`src/rtl/gpio_pkg.sv`:
```
// gpio_pkg: shared definitions for the GPIO bank.
//   gpio_ofs_e        word offsets of the registers relative to BASE_ADDR
//   GPIO_NUM_REGS     number of mapped offsets (0..GPIO_NUM_REGS-1)
//   GPIO_CTRL_IRQ_EN  CTRL bit holding the global interrupt enable
package gpio_pkg;

    typedef enum logic [3:0] {
        GPIO_OFS_CTRL       = 4'd0,
        GPIO_OFS_OUT        = 4'd1,
        GPIO_OFS_DIR        = 4'd2,
        GPIO_OFS_IN         = 4'd3,
        GPIO_OFS_OUT_SET    = 4'd4,
        GPIO_OFS_OUT_CLR    = 4'd5,
        GPIO_OFS_RISE_EN    = 4'd6,
        GPIO_OFS_FALL_EN    = 4'd7,
        GPIO_OFS_IRQ_STATUS = 4'd8
    } gpio_ofs_e;

    localparam int unsigned GPIO_NUM_REGS    = 9;
    localparam int unsigned GPIO_CTRL_IRQ_EN = 0;

    // True when addr falls on one of the mapped word offsets above base.
    // The subtraction wraps, so addresses below base land far out of range.
    function automatic logic gpio_addr_hit(input logic [31:0] addr,
                                           input logic [31:0] base);
        logic [31:0] diff;
        diff = addr - base;
        return diff < 32'(GPIO_NUM_REGS);
    endfunction

endpackage

```
`src/rtl/gpio_sync.sv`:
```
// gpio_sync: STAGES-deep flop chain bringing asynchronous pad inputs into
// the clk domain.
//   clk      system clock
//   reset_n  asynchronous active-low reset, clears every stage to 0
//   d        asynchronous input bits (WIDTH)
//   q        synchronised output, last stage of the chain (WIDTH)
module gpio_sync #(
    parameter int unsigned WIDTH  = 10,
    parameter int unsigned STAGES = 2
) (
    input  logic             clk,
    input  logic             reset_n,
    input  logic [WIDTH-1:0] d,
    output logic [WIDTH-1:0] q
);

    logic [WIDTH-1:0] chain [STAGES];

    always_ff @(posedge clk or negedge reset_n) begin
        if (!reset_n) begin
            for (int unsigned i = 0; i < STAGES; i++) begin
                chain[i] <= '0;
            end
        end else begin
            chain[0] <= d;
            for (int unsigned i = 1; i < STAGES; i++) begin
                chain[i] <= chain[i-1];
            end
        end
    end

    assign q = chain[STAGES-1];

endmodule

```
`src/rtl/gpio_bank.sv`:
```
// gpio_bank: memory-mapped GPIO controller with per-pin direction, atomic
// set/clear of the output register, synchronised input sampling and per-pin
// rising/falling edge interrupts with write-1-to-clear status.
//   clk                 system clock
//   reset_n             asynchronous active-low reset
//   gpio_read_address   read address (word offsets from BASE_ADDR)
//   gpio_read_data      registered read data, valid one cycle after address
//   gpio_write_address  write address
//   gpio_write_data     write data
//   gpio_write_enable   write strobe
//   gpio_in             asynchronous pad inputs (WIDTH)
//   gpio_out            pad output values (WIDTH)
//   gpio_oe             pad output enables, 1 drives the pin (WIDTH)
//   gpio_irq            level interrupt
module gpio_bank
    import gpio_pkg::*;
#(
    parameter int unsigned WIDTH       = 10,
    parameter logic [31:0] BASE_ADDR   = 32'ha000_0000,
    parameter int unsigned SYNC_STAGES = 2
) (
    input  logic             clk,
    input  logic             reset_n,
    input  logic [31:0]      gpio_read_address,
    output logic [31:0]      gpio_read_data,
    input  logic [31:0]      gpio_write_address,
    input  logic [31:0]      gpio_write_data,
    input  logic             gpio_write_enable,
    input  logic [WIDTH-1:0] gpio_in,
    output logic [WIDTH-1:0] gpio_out,
    output logic [WIDTH-1:0] gpio_oe,
    output logic             gpio_irq
);

    logic             ctrl_irq_en;
    logic [WIDTH-1:0] out_q;
    logic [WIDTH-1:0] dir_q;
    logic [WIDTH-1:0] rise_en_q;
    logic [WIDTH-1:0] fall_en_q;
    logic [WIDTH-1:0] status_q;
    logic [WIDTH-1:0] status_d;
    logic [WIDTH-1:0] in_sync;
    logic [WIDTH-1:0] prev_q;
    logic [WIDTH-1:0] wdata;
    logic [WIDTH-1:0] edge_set;
    logic [WIDTH-1:0] w1c_mask;
    logic [31:0]      wr_diff;
    logic [31:0]      rd_diff;
    logic             wr_hit;
    gpio_ofs_e        wr_ofs;
    gpio_ofs_e        rd_ofs;
    logic [31:0]      rd_word;
    logic             unused_wdata_bits;

    assign wdata             = gpio_write_data[WIDTH-1:0];
    assign unused_wdata_bits = ^gpio_write_data;

    gpio_sync #(
        .WIDTH  (WIDTH),
        .STAGES (SYNC_STAGES)
    ) u_sync (
        .clk     (clk),
        .reset_n (reset_n),
        .d       (gpio_in),
        .q       (in_sync)
    );

    assign wr_diff = gpio_write_address - BASE_ADDR;
    assign rd_diff = gpio_read_address - BASE_ADDR;
    assign wr_ofs  = gpio_ofs_e'(wr_diff[3:0]);
    assign rd_ofs  = gpio_ofs_e'(rd_diff[3:0]);
    assign wr_hit  = gpio_write_enable && gpio_addr_hit(gpio_write_address, BASE_ADDR);

    // A new qualifying edge is OR-ed in after the W1C mask, so a set in the
    // same cycle as a clear of the same bit leaves the bit at 1.
    always_comb begin
        edge_set = (in_sync & ~prev_q & rise_en_q) | (~in_sync & prev_q & fall_en_q);
        w1c_mask = '0;
        if (wr_hit && wr_ofs == GPIO_OFS_IRQ_STATUS) begin
            w1c_mask = wdata;
        end
        status_d = (status_q & ~w1c_mask) | edge_set;
    end

    always_ff @(posedge clk or negedge reset_n) begin
        if (!reset_n) begin
            ctrl_irq_en <= 1'b0;
            out_q       <= '0;
            dir_q       <= '0;
            rise_en_q   <= '0;
            fall_en_q   <= '0;
            status_q    <= '0;
            prev_q      <= '0;
        end else begin
            prev_q   <= in_sync;
            status_q <= status_d;
            if (wr_hit) begin
                case (wr_ofs)
                    GPIO_OFS_CTRL:    ctrl_irq_en <= gpio_write_data[GPIO_CTRL_IRQ_EN];
                    GPIO_OFS_OUT:     out_q       <= wdata;
                    GPIO_OFS_DIR:     dir_q       <= wdata;
                    GPIO_OFS_OUT_SET: out_q       <= out_q | wdata;
                    GPIO_OFS_OUT_CLR: out_q       <= out_q & ~wdata;
                    GPIO_OFS_RISE_EN: rise_en_q   <= wdata;
                    GPIO_OFS_FALL_EN: fall_en_q   <= wdata;
                    default: ;
                endcase
            end
        end
    end

    always_comb begin
        rd_word = '0;
        if (gpio_addr_hit(gpio_read_address, BASE_ADDR)) begin
            case (rd_ofs)
                GPIO_OFS_CTRL:       rd_word[GPIO_CTRL_IRQ_EN] = ctrl_irq_en;
                GPIO_OFS_OUT:        rd_word = 32'(out_q);
                GPIO_OFS_DIR:        rd_word = 32'(dir_q);
                GPIO_OFS_IN:         rd_word = 32'(in_sync);
                GPIO_OFS_RISE_EN:    rd_word = 32'(rise_en_q);
                GPIO_OFS_FALL_EN:    rd_word = 32'(fall_en_q);
                GPIO_OFS_IRQ_STATUS: rd_word = 32'(status_q);
                default:             rd_word = '0;
            endcase
        end
    end

    always_ff @(posedge clk or negedge reset_n) begin
        if (!reset_n) begin
            gpio_read_data <= '0;
        end else begin
            gpio_read_data <= rd_word;
        end
    end

    assign gpio_out = out_q;
    assign gpio_oe  = dir_q;
    assign gpio_irq = ctrl_irq_en & (|status_q);

endmodule

```
`config.mk`:
```
export PLATFORM = sky130hd
export DESIGN_NAME = gpio_bank
export DESIGN_NICKNAME = d
export VERILOG_FILES = /design/src/rtl/gpio_pkg.sv /design/src/rtl/gpio_sync.sv /design/src/rtl/gpio_bank.sv
export SDC_FILE = /design/constraint.sdc
export NUM_CORES = 1
export LEC_CHECK = 0
export CORE_MARGIN = 2
export CORE_UTILIZATION = 49
export DETAILED_ROUTE_END_ITERATION = 8
export PLACE_DENSITY = 0.87
export SYNTH_ARGS = -nofsm -noshare
export SYNTH_HDL_FRONTEND = slang
export SYNTH_HIERARCHICAL = 1
export SYNTH_SLANG_ARGS = --single-unit
```
`constraint.sdc`:
```
create_clock -name clk -period 3.9 [get_ports clk]
set_input_delay 0.78 -clock clk [delete_from_list [all_inputs] [get_ports clk]]
set_output_delay 0.78 -clock clk [all_outputs]
set_load 0.01 [all_outputs]
```
After elaboration in Yosys (flattened, before gate mapping) --
Index checks and enable logic that the tools add are counted.
Word-level totals: register bits 113, bits of input ports 109, word-level logic and storage cells 57
Cells by class: add/sub/neg operators 2, order comparisons 2, eq/ne operators 13, muxes and demuxes 5, bitwise logic cells 14, reduce and logical (&&, ||, !) cells 11
Operator list (number):
- $lt A32 B4 Y1 const B | 2
- $sub A32 B32 Y32 const B | 2
- $and A10 B10 Y10 | 6
- $pmux W9 S6 | 1
- $not A10 Y10 | 4
- $mux W32 | 1
- $or A10 B10 Y10 | 3
- $pmux W10 S3 | 1
- $eq A4 B3 Y1 const B | 6
- $eq A4 B2 Y1 const B | 3
- $mux W10 | 1
- $reduce_and A2 Y1 | 5
- $reduce_or A10 Y1 | 1
- $eq A4 B1 Y1 const B | 2
- $eq A4 B4 Y1 const B | 2
- $logic_not A4 Y1 | 2
- $pmux W1 S7 | 1
- $reduce_bool A3 Y1 | 1
- $logic_and A1 B1 Y1 | 2
- $and A1 B1 Y1 | 1

Depth between registers and ports, before layout --
Gate-level depths: netlist of run 1.
word-level depth 8, gate-level depth with buffers 8

Hierarchy --
Netlist of run 1, hierarchy kept.
By module, submodules not included:
- gpio_bank | instances 1, cells an instance 371, area each 3895.0 µm², sequential area each 1776.7 µm²
- gpio_sync | instances 1, cells an instance 30, area each 575.6 µm², sequential area each 500.5 µm²

Worst setup path before layout of run 1 --
Ideal clock, no wire load.
path type input port to flip-flop, start in gpio_write_address[29], end reg dir_q[1], in the netlist gpio_oe[1], library setup time 125 ps, data arrival time 2518 ps, data required time 3775 ps, setup slack 1257 ps, stages on the path 7, buffers on the path 1, cells stage by stage inv_1 > ha_1 > nor4bb_1 > nand4_1 > buf_2 > nor4_4 > mux2_2
Between the ends: longest elaborated chain between the ends 4
RTL lines:
- start, declared | line gpio_bank.sv:26 | input logic [31:0] gpio_write_address,
- $sub A32 B32 Y32 | line gpio_pkg.sv:27 | diff = addr - base;
- $lt A32 B4 Y1 | line gpio_pkg.sv:28 | return diff < 32'(GPIO_NUM_REGS);
- $logic_and A1 B1 Y1 | line gpio_bank.sv:72 | assign wr_hit = gpio_write_enable && gpio_addr_hit(gpio_write_address, BASE_ADDR);
- $reduce_and A2 Y1 (no line)
- end signal, assigned | line gpio_bank.sv:101 | GPIO_OFS_DIR: dir_q <= wdata;
- end, declared | line gpio_bank.sv:37 | logic [WIDTH-1:0] dir_q;
No other way between the ends. A chain may end at the register's enable or synchronous reset.

Final worst setup path of run 1 --
start in gpio_write_address[29], end reg out_q[5], in the netlist gpio_out[5]
Between the ends: longest elaborated chain between the ends 4
RTL lines:
- $sub A32 B32 Y32 | line gpio_pkg.sv:27
- $lt A32 B4 Y1 | line gpio_pkg.sv:28
- $logic_and A1 B1 Y1 | line gpio_bank.sv:72
- $reduce_and A2 Y1 (no line)
- end signal, assigned | line gpio_bank.sv:100 | GPIO_OFS_OUT: out_q <= wdata;
- end signal, assigned | line gpio_bank.sv:102 | GPIO_OFS_OUT_SET: out_q <= out_q | wdata;
- end signal, assigned | line gpio_bank.sv:103 | GPIO_OFS_OUT_CLR: out_q <= out_q & ~wdata;
- end, declared | line gpio_bank.sv:36 | logic [WIDTH-1:0] out_q;
No other way between the ends.

==> results of run 1 <==
layout make-up:
type	instances	share of cell area
antenna	1	0.000427
clock buffer	9	0.0211
clock inverter	7	0.0164
inverter	6	0.00384
multi-input combinational	274	0.330
sequential	91	0.388
tap	108	0.0230
timing repair buffer	131	0.217
power by group:
part           internal (W)  switching (W)
logic              0.000107      0.0000980
registers          0.000958     0.00000910
clock network      0.000366       0.000337
total               0.00143       0.000444
cells in the mapped netlist, drive strengths merged, types with 8 or more instances:
| cell type | number | area share |
|---|---|---|
| a21o | 10 | 0.017 |
| o21ai | 30 | 0.034 |
| dfrtp | 91 | 0.51 |
| o41ai | 8 | 0.016 |
| nand4 | 15 | 0.021 |
| nand3b | 12 | 0.020 |
| clkbuf | 14 | 0.012 |
| nand2 | 31 | 0.026 |
| buf | 37 | 0.058 |
| nor4 | 18 | 0.029 |
| mux2 | 41 | 0.10 |
worst max-delay path: cells and delay by family:
family	cells	cell delay [ns]
simple gates	2	1.06
buf+inv	2	0.54
xor+xnor	1	0.28
compound gates	1	0.25
fa+ha+maj	1	0.20
state kept, by name, summed over array words and instances, names as in the netlist:
register        count
ctrl_irq_en         1
fall_en_q          10
gpio_oe            10
gpio_out           10
gpio_read_data     10
prev_q             10
rise_en_q          10
status_q           10
u_sync/chain       10
u_sync/q           10
worst paths after layout:
kind	cells after the start	slack, ns	to	start
max	7	1.03	gpio_out[5]$_DFFE_PN0P_	gpio_write_address[29]
min	0	0.35	u_sync/q[8]$_DFF_PN0_	u_sync/chain[18]$_DFF_PN0_
max reg2reg	4	2.61	gpio_read_data[5]$_DFF_PN0_	u_sync/q[5]$_DFF_PN0_
min reg2reg	0	0.35	u_sync/q[8]$_DFF_PN0_	u_sync/chain[18]$_DFF_PN0_
max in group asynchronous	2	2.56	gpio_oe[5]$_DFFE_PN0P_	reset_n
min in group asynchronous	1	0.55	u_sync/chain[11]$_DFF_PN0_	reset_n
routing by layer:
| metal | global-route usage | routed length (um) |
|---|---|---|
| met5 | 0 | 0 |
| met2 | 0.413 | 6020 |
| met3 | 0.0639 | 1160 |
| met1 | 0.285 | 4500 |
| met4 | 0.119 | 373 |
metrics by stage:
step,setup slack (ns),power [W],std cells,utilization
floorplan,1.26,0.00107,422,-
global placement,0.738,0.00118,610,0.644
detailed placement,0.694,0.00119,610,0.644
CTS,1.07,0.00189,626,0.669
global route,0.946,0.00196,627,0.669
finish,1.03,0.00187,627,0.669
kinds of logic (layout without fill, tap and decap cells):
kind of cell,count (synthesis),in the layout,synth area share
AOI/OAI and AO/OA,88,88,0.134
DFF,91,91,0.509
xor gates and xnor gates,5,5,0.00980
other,1,23,0.000839
buffers and inverters,57,153,0.0753
muxes,43,43,0.111
adders and majority gates,2,2,0.00560
and+or+nand+nor,114,114,0.155
==> impl_metrics.ini, run 1 <==
[grt]
grt_pass1_vias = 3672
grt_start_max_net_pins = 74
grt_first_pass_wirelength_mm = 18.5
track_usage = 0.243
grt_antenna_before_repair = 1
gr-total-overflow = 0

[synth]
syn_area_per_cell_um2 = 11.1
async_reset_ff_frac = 1.00
syn-cell-area_um2 = 4470
yosysSeqAreaShare = 0.509
synth_edf_count = 0
yosysWarningCount = 6
ys_types = 52
synth-main-ff-cell = dfrtp_1
synth_cells = 401
ys_ff_latch = 91

[clock_network]
cts_inserted_buffers = 9
cts.sinks = 91
postCtsSetupBuffers = 0
ctsHoldBuffers = 0
clk_latency_ns = 0.35
postCtsResizedCells = 0
cts_max_level = 3
cts_tree = built
cts_buffer_depth = 2
clkTransAtPathRegs_ns = 0.09
cts-root-buf = clkbuf_8

[timing]
finalCriticalPeriod_ns = 2.87
clock_skew_ns = 0.0116
tightestPinTransition_ns = 0.885
setup_viol = 0
hold_viol = 0
fin_hold_ws_ns = 0.354
fin_tns_setup_ns = 0
fmaxAchievable_mhz = 348
finalCritPeriodShare = 0.736
final_max_slew_viol_count = 0
rsz0062_at_grt = false
max_slew_margin = 0.410

[worst_hold_path]
hold_class = flip-flop to flip-flop

[job]
maxCapViolCount = 0

[critical_path]
cp_cell_sequence = clkdlybuf4s50_1 > inv_1 > ha_1 > xor2_1 > nand3_1 > or3_1 > o21a_1
crit_fanout = 10
critPathKind = primary input to flip-flop
arrival_ns = 3.12
crit_required_ns = 4.15
start_kind = primary input
slowest_stage = or3_1
max_stage_delay_ns = 0.64
crit_path_end_kind = flip-flop

[floorplan]
start_util = 0.510
die_height_um = 99.5
core_area_um2 = 8760
boundaryPins = 162
die_area_um2 = 9900
rows = 34
die_w_um = 99.5

[placement]
place_hpwl_mm = 8.67
postPlaceCellArea_um2 = 5640
place_congestion = 0.910
io_buffers = 117

[route]
via_count = 3773
drt_wl_total_mm = 12.1
vias_per_cell = 6.02
drtIter0Drc = 354
wire_per_inst_um = 19.2
drc_errors = 0
ant_nets = 0
dr.pass1.iters = 5

[layout]
area_delta_synth_final_pct = 31.2
multi_input_area_um2 = 1940
mostFrequentLayoutCells = 116 x clkdlybuf4s50_1, 91 x dfrtp_1, 40 x mux2_2
layout_commonest_cell = clkdlybuf4s50_1
regArea_um2 = 2280
design_area_um2 = 5870
layout-drive-gt1-share = 0.153
fillerInstances = 663
fin_nets = 624

[status]
status = complete, no violations

[power]
p_leak_nw = 2.58
ir_drop_mv = 0.223
power_density_nw_per_um2 = 320
Note: power is estimated with default switching activity, not from simulation.
==> inputs of run 2 (changes only) <==
Settings changed: CORE_UTILIZATION 49 to 45, PLACE_DENSITY 0.87 to 0.81.
Clock period 3.9 ns to 2.7 ns, I/O delays scaled along.
==> run 2 against run 1 <==
Clock skew up 0.0023 ns. Cell area up 2.9%. Total power up 46%. Cell count up 6.2%. Via count up 0.11%. Sequential power up 45%. Largest power group unchanged.
==> impl_metrics.ini, run 2 (same netlist as run 1, synthesis figures left out) <==
[status]
status = complete, no violations

[power]
power_density_nw_per_um2 = 453
ir_drop_mv = 0.280
p_leak_nw = 2.65

[clock_network]
cts.sinks = 91
clkTransAtPathRegs_ns = 0.09
cts-root-buf = clkbuf_8
cts_inserted_buffers = 9
cts_buffer_depth = 2
postCtsSetupBuffers = 0
clk_latency_ns = 0.37
cts_max_level = 3
cts_tree = built

[timing]
setup_viol = 0
tightestPinTransition_ns = 0.721
clock_skew_ns = 0.0140
fmaxAchievable_mhz = 390
hold_viol = 0
finalCritPeriodShare = 0.949
final_max_slew_viol_count = 0
finalCriticalPeriod_ns = 2.56
max_slew_margin = 0.518

[grt]
met1_usage = 0.268
grt_first_pass_wirelength_mm = 19.7
grt_antenna_before_repair = 0
gr-total-overflow = 0
grt_use_met2 = 0.405
grt_pass1_vias = 3900
track_usage = 0.233
met3_usage = 0.0717
grt_start_max_net_pins = 41
busiest_layer = met2

[critical_path]
cp-startpoint = gpio_write_address[29]
crit_required_ns = 2.91
crit_fanout = 7
timing.rr.start = u_sync/q[1]$_DFF_PN0_
critPathCapture = gpio_out[3]$_DFFE_PN0P_
arrival_ns = 2.78
critPathKind = primary input to flip-flop
start_kind = primary input
r2r_end = gpio_read_data[1]$_DFF_PN0_
crit_path_end_kind = flip-flop
worstRegToRegCells = 4
r2r_slack_ns = 1.45

[floorplan]
rows = 36
die_height_um = 104
start_util = 0.459
core_area_um2 = 9730
die_w_um = 104
die_area_um2 = 10700
boundaryPins = 162

[layout]
mostFrequentLayoutCells = 116 x clkdlybuf4s50_1, 91 x dfrtp_1, 40 x mux2_2
regArea_um2 = 2280
multi_input_area_um2 = 1950
layout-drive-gt1-share = 0.180
diodes = 0
fin_nets = 639
design_area_um2 = 6040
final_util = 0.621
fillerInstances = 769
area_delta_synth_final_pct = 35.1
layout_commonest_cell = clkdlybuf4s50_1

[placement]
io_buffers = 117
place_congestion = 0.931
postPlaceCellArea_um2 = 5800
place_hpwl_mm = 9.08

[route]
vias_per_cell = 5.67
via_count = 3777
dr.pass1.iters = 5
ant_nets = 0
wire_per_inst_um = 18.2
drc_errors = 0
drt_wl_total_mm = 12.1
drtIter0Drc = 298

[job]
maxCapViolCount = 0

[worst_hold_path]
hold_class = primary input to asynchronous set/reset pin
-- run 2: cell types whose count changed in the layout (fill, tap and decap cells not counted), sizes merged --
cell and change:
clkbuf +1, diode -1, buf +15, clkinvlp +2, inv -3
-- run 2: how the worst min path moves through the flow --
stage / startpoint / to / slack, ns / depth (start not counted)
2_1_floorplan: reset_n / ctrl_irq_en$_DFFE_PN0P_ / 0.24 / 0
3_3_place_gp: u_sync/chain[14]$_DFF_PN0_ / u_sync/q[4]$_DFF_PN0_ / 0.33 / 0
3_5_place_dp: u_sync/chain[11]$_DFF_PN0_ / u_sync/q[1]$_DFF_PN0_ / 0.33 / 0
4_1_cts: reset_n / u_sync/chain[11]$_DFF_PN0_ / 0.15 / 1
5_1_grt: reset_n / u_sync/chain[11]$_DFF_PN0_ / 0.17 / 1
6_report: reset_n / u_sync/chain[11]$_DFF_PN0_ / 0.14 / 1
-- run 2: power breakdown --
part	total, W	internal (W)	switching [W]	leakage, nW
clock network	0.00103	0.000546	0.000485	0.108
logic	0.000308	0.000164	0.000144	1.34
registers	0.00140	0.00138	0.0000129	1.20
total	0.00274	0.00209	0.000642	2.65
-- run 2: per-stage QoR --
step	setup TNS, ns	instances	worst slack (ns)	total power, W	hold WS, ns
detailed placement	-4.50	650	-0.300	0.00173	0.335
finish	0	666	0.138	0.00274	0.140
global route	-0.00232	666	-0.00232	0.00284	0.170
CTS	0	666	0.0737	0.00275	0.154
floorplan	0	422	0.297	0.00155	0.244
global placement	-4.06	650	-0.265	0.00172	0.332
-- run 2: per-layer routing --
| layer | up-vias | part of all wire |
|---|---|---|
| li1 | 1702 | - |
| met1 | 1853 | 0.39 |
| met2 | 193 | 0.50 |
| met3 | 29 | 0.084 |
| met4 | 0 | 0.026 |
| met5 | - | 0 |
-- run 2: worst max-delay path, cell delays in order --
cell and delay, ns:
clkdlybuf4s50_1 0.48, inv_1 0.05, ha_1 0.27, nor4bb_1 0.30, nand4_1 0.23, buf_4 0.22
buf_4 0.16, o41ai_1 0.35, o21ai_0 0.17
-- run 2: layout make-up --
cell class              instances  area share
well taps                     133      0.0276
inverters                       6     0.00373
flip-flops and latches         91       0.377
multi-input cells             274       0.323
repair buffers                146       0.232
clock inverters                 6      0.0147
clock buffers                  10      0.0228
-- run 2: timing repair --
action / in CTS / in global routing
resized for setup: 0 / 2
hold buffers: 0 / 0
setup endpoints to repair: 0 / 2
==> inputs of run 3 (changes only) <==
Settings changed: CORE_UTILIZATION 45 to 41, PLACE_DENSITY 0.81 to 0.77.
Clock period 2.7 ns to 2.05 ns, I/O delays scaled along.
==> run 3 against run 2 <==
Setup slack got worse by 0.095 ns. Critical path depth fell by 2. Routed wire length rose by 2.7%. Non-clock buffer count rose by 24. Largest cell class unchanged. Count of clock-buffer cells in the layout rose by 1. Total power rose by 22%. Via count rose by 1.4%. Critical path type unchanged. Cell area rose by 4.2%. Sequential cell count did not move.
==> impl_metrics.ini, run 3 (same netlist as run 1, synthesis figures left out) <==
[critical_path]
crit_path_end_kind = flip-flop
crit_fanout = 6
critPathKind = primary input to flip-flop
slowest_stage = clkdlybuf4s50_1
max_stage_delay_ns = 0.45
worst-path-buf-inv = 3
cp_cell_sequence = clkdlybuf4s50_1 > nor4_2 > buf_4 > nand4_1 > nor4_4 > buf_6 > mux2_2
arrival_ns = 2.24
crit_required_ns = 2.29
worstRegToRegCells = 4
crit_family = buffers and inverters
timing.rr.start = u_sync/q[2]$_DFF_PN0_
r2r_end = gpio_read_data[2]$_DFF_PN0_
r2r_slack_ns = 0.75
start_kind = primary input

[layout]
diodes = 0
area_delta_synth_final_pct = 40.7
design_area_um2 = 6290
final_util = 0.586
mostFrequentLayoutCells = 107 x clkdlybuf4s50_1, 91 x dfrtp_1, 51 x buf_4
fin_nets = 663
layout_commonest_cell = clkdlybuf4s50_1
layout-drive-gt1-share = 0.242
fillerInstances = 904

[route]
via_count = 3828
drt_wl_total_mm = 12.5
dr.pass1.iters = 4
drc_errors = 0
ant_nets = 0
drtIter0Drc = 283
wire_per_inst_um = 17.9
vias_per_cell = 5.49

[status]
status = complete, no violations

[grt]
grt_antenna_before_repair = 0
grt_pass1_vias = 3886
track_usage = 0.215
grt_start_max_net_pins = 92
grt_first_pass_wirelength_mm = 19.2
gr-total-overflow = 0

[timing]
rsz0062_at_grt = false
fmaxAchievable_mhz = 498
final_max_slew_viol_count = 0
clock_skew_ns = 0.00905
hold_viol = 0
fin_tns_setup_ns = 0
finalCritPeriodShare = 0.979
finalCriticalPeriod_ns = 2.01
setup_viol = 0
fin_ws_ns = 0.0436

[clock_network]
cts-root-buf = clkbuf_8
ctsHoldBuffers = 0
cts_buffer_depth = 2
cts_inserted_buffers = 9
clkTransAtPathRegs_ns = 0.08
clk_latency_ns = 0.35
cts.sinks = 91
cts_tree = built
postCtsSetupBuffers = 0
cts_max_level = 3

[power]
ir_drop_mv = 0.301
p_leak_nw = 2.82
power_density_nw_per_um2 = 529

[placement]
place_congestion = 0.909
io_buffers = 117
place_hpwl_mm = 9.19
place_ws_ns = -0.643
postPlaceCellArea_um2 = 6020

[floorplan]
die_area_um2 = 11800
start_util = 0.416
boundaryPins = 162
die_w_um = 108
die_height_um = 108
rows = 38
core_area_um2 = 10700

[job]
maxCapViolCount = 0

[worst_hold_path]
hold_class = primary input to asynchronous set/reset pin
## run 3: cell count changes in the layout (fill, tap and decap cells not counted), sizes merged
cell           previous run  this run
clkbuf                   10        12
dlymetal6s2s              0         6
clkdlybuf4s50           116       107
clkinv                    2         3
clkdlybuf4s15             0         1
buf                      30        54
dlygate4sd2               0         1
bufinv                    2         0
## run 3: per-layer routing
metal  vias up  part of all wire  global-route usage
met1      1879              0.38               0.259
met4         0             0.021              0.0925
met3        26              0.10              0.0434
met5         -                 0                   0
li1       1737                 -                   -
met2       186              0.49               0.373
## run 3: worst max path at each step
stage / from / to / slack [ns] / cells past startpoint
after global placement: gpio_write_address[30] / gpio_out[8]$_DFFE_PN0P_ / -0.63 / 8
final: gpio_write_address[14] / gpio_oe[6]$_DFFE_PN0P_ / 0.04 / 7
after global routing: gpio_write_address[30] / gpio_out[0]$_DFFE_PN0P_ / 0.01 / 9
after detailed placement: gpio_write_address[30] / gpio_out[8]$_DFFE_PN0P_ / -0.64 / 8
after CTS: gpio_write_address[29] / gpio_oe[6]$_DFFE_PN0P_ / 0.004 / 9
after floorplan: gpio_write_address[30] / gpio_oe[1]$_DFFE_PN0P_ / -0.08 / 7
## run 3: stage by stage
stage / total power, W / hold slack [ns] / std cells
final: 0.00333 / 0.0776 / 697
after detailed placement: 0.00232 / 0.335 / 681
after global placement: 0.00231 / 0.333 / 681
after CTS: 0.00336 / 0.100 / 697
after floorplan: 0.00204 / 0.114 / 422
after global routing: 0.00347 / 0.132 / 697
## run 3: cell type report
cell class,count,area (um2),area share
Clock buffer,11,131,0.0209
Inverter,6,35.0,0.00557
Timing Repair Buffer,170,1600,0.254
Tap cell,140,175,0.0278
Multi-Input combinational cell,274,2050,0.325
Clock inverter,5,30.0,0.00477
Sequential cell,91,2280,0.362
## run 3: report_power, final
group / switching, W / internal, W / total, W
clock network: 0.000603 / 0.000435 / 0.00104
logic: 0.000207 / 0.000247 / 0.000454
registers: 0.0000160 / 0.00182 / 0.00184
total: 0.000826 / 0.00250 / 0.00333
## run 3: timing repair
item                       in CTS  in global routing
pin swaps                       1                  5
setup endpoints to repair      56                 23
gates resized for setup        14                 17
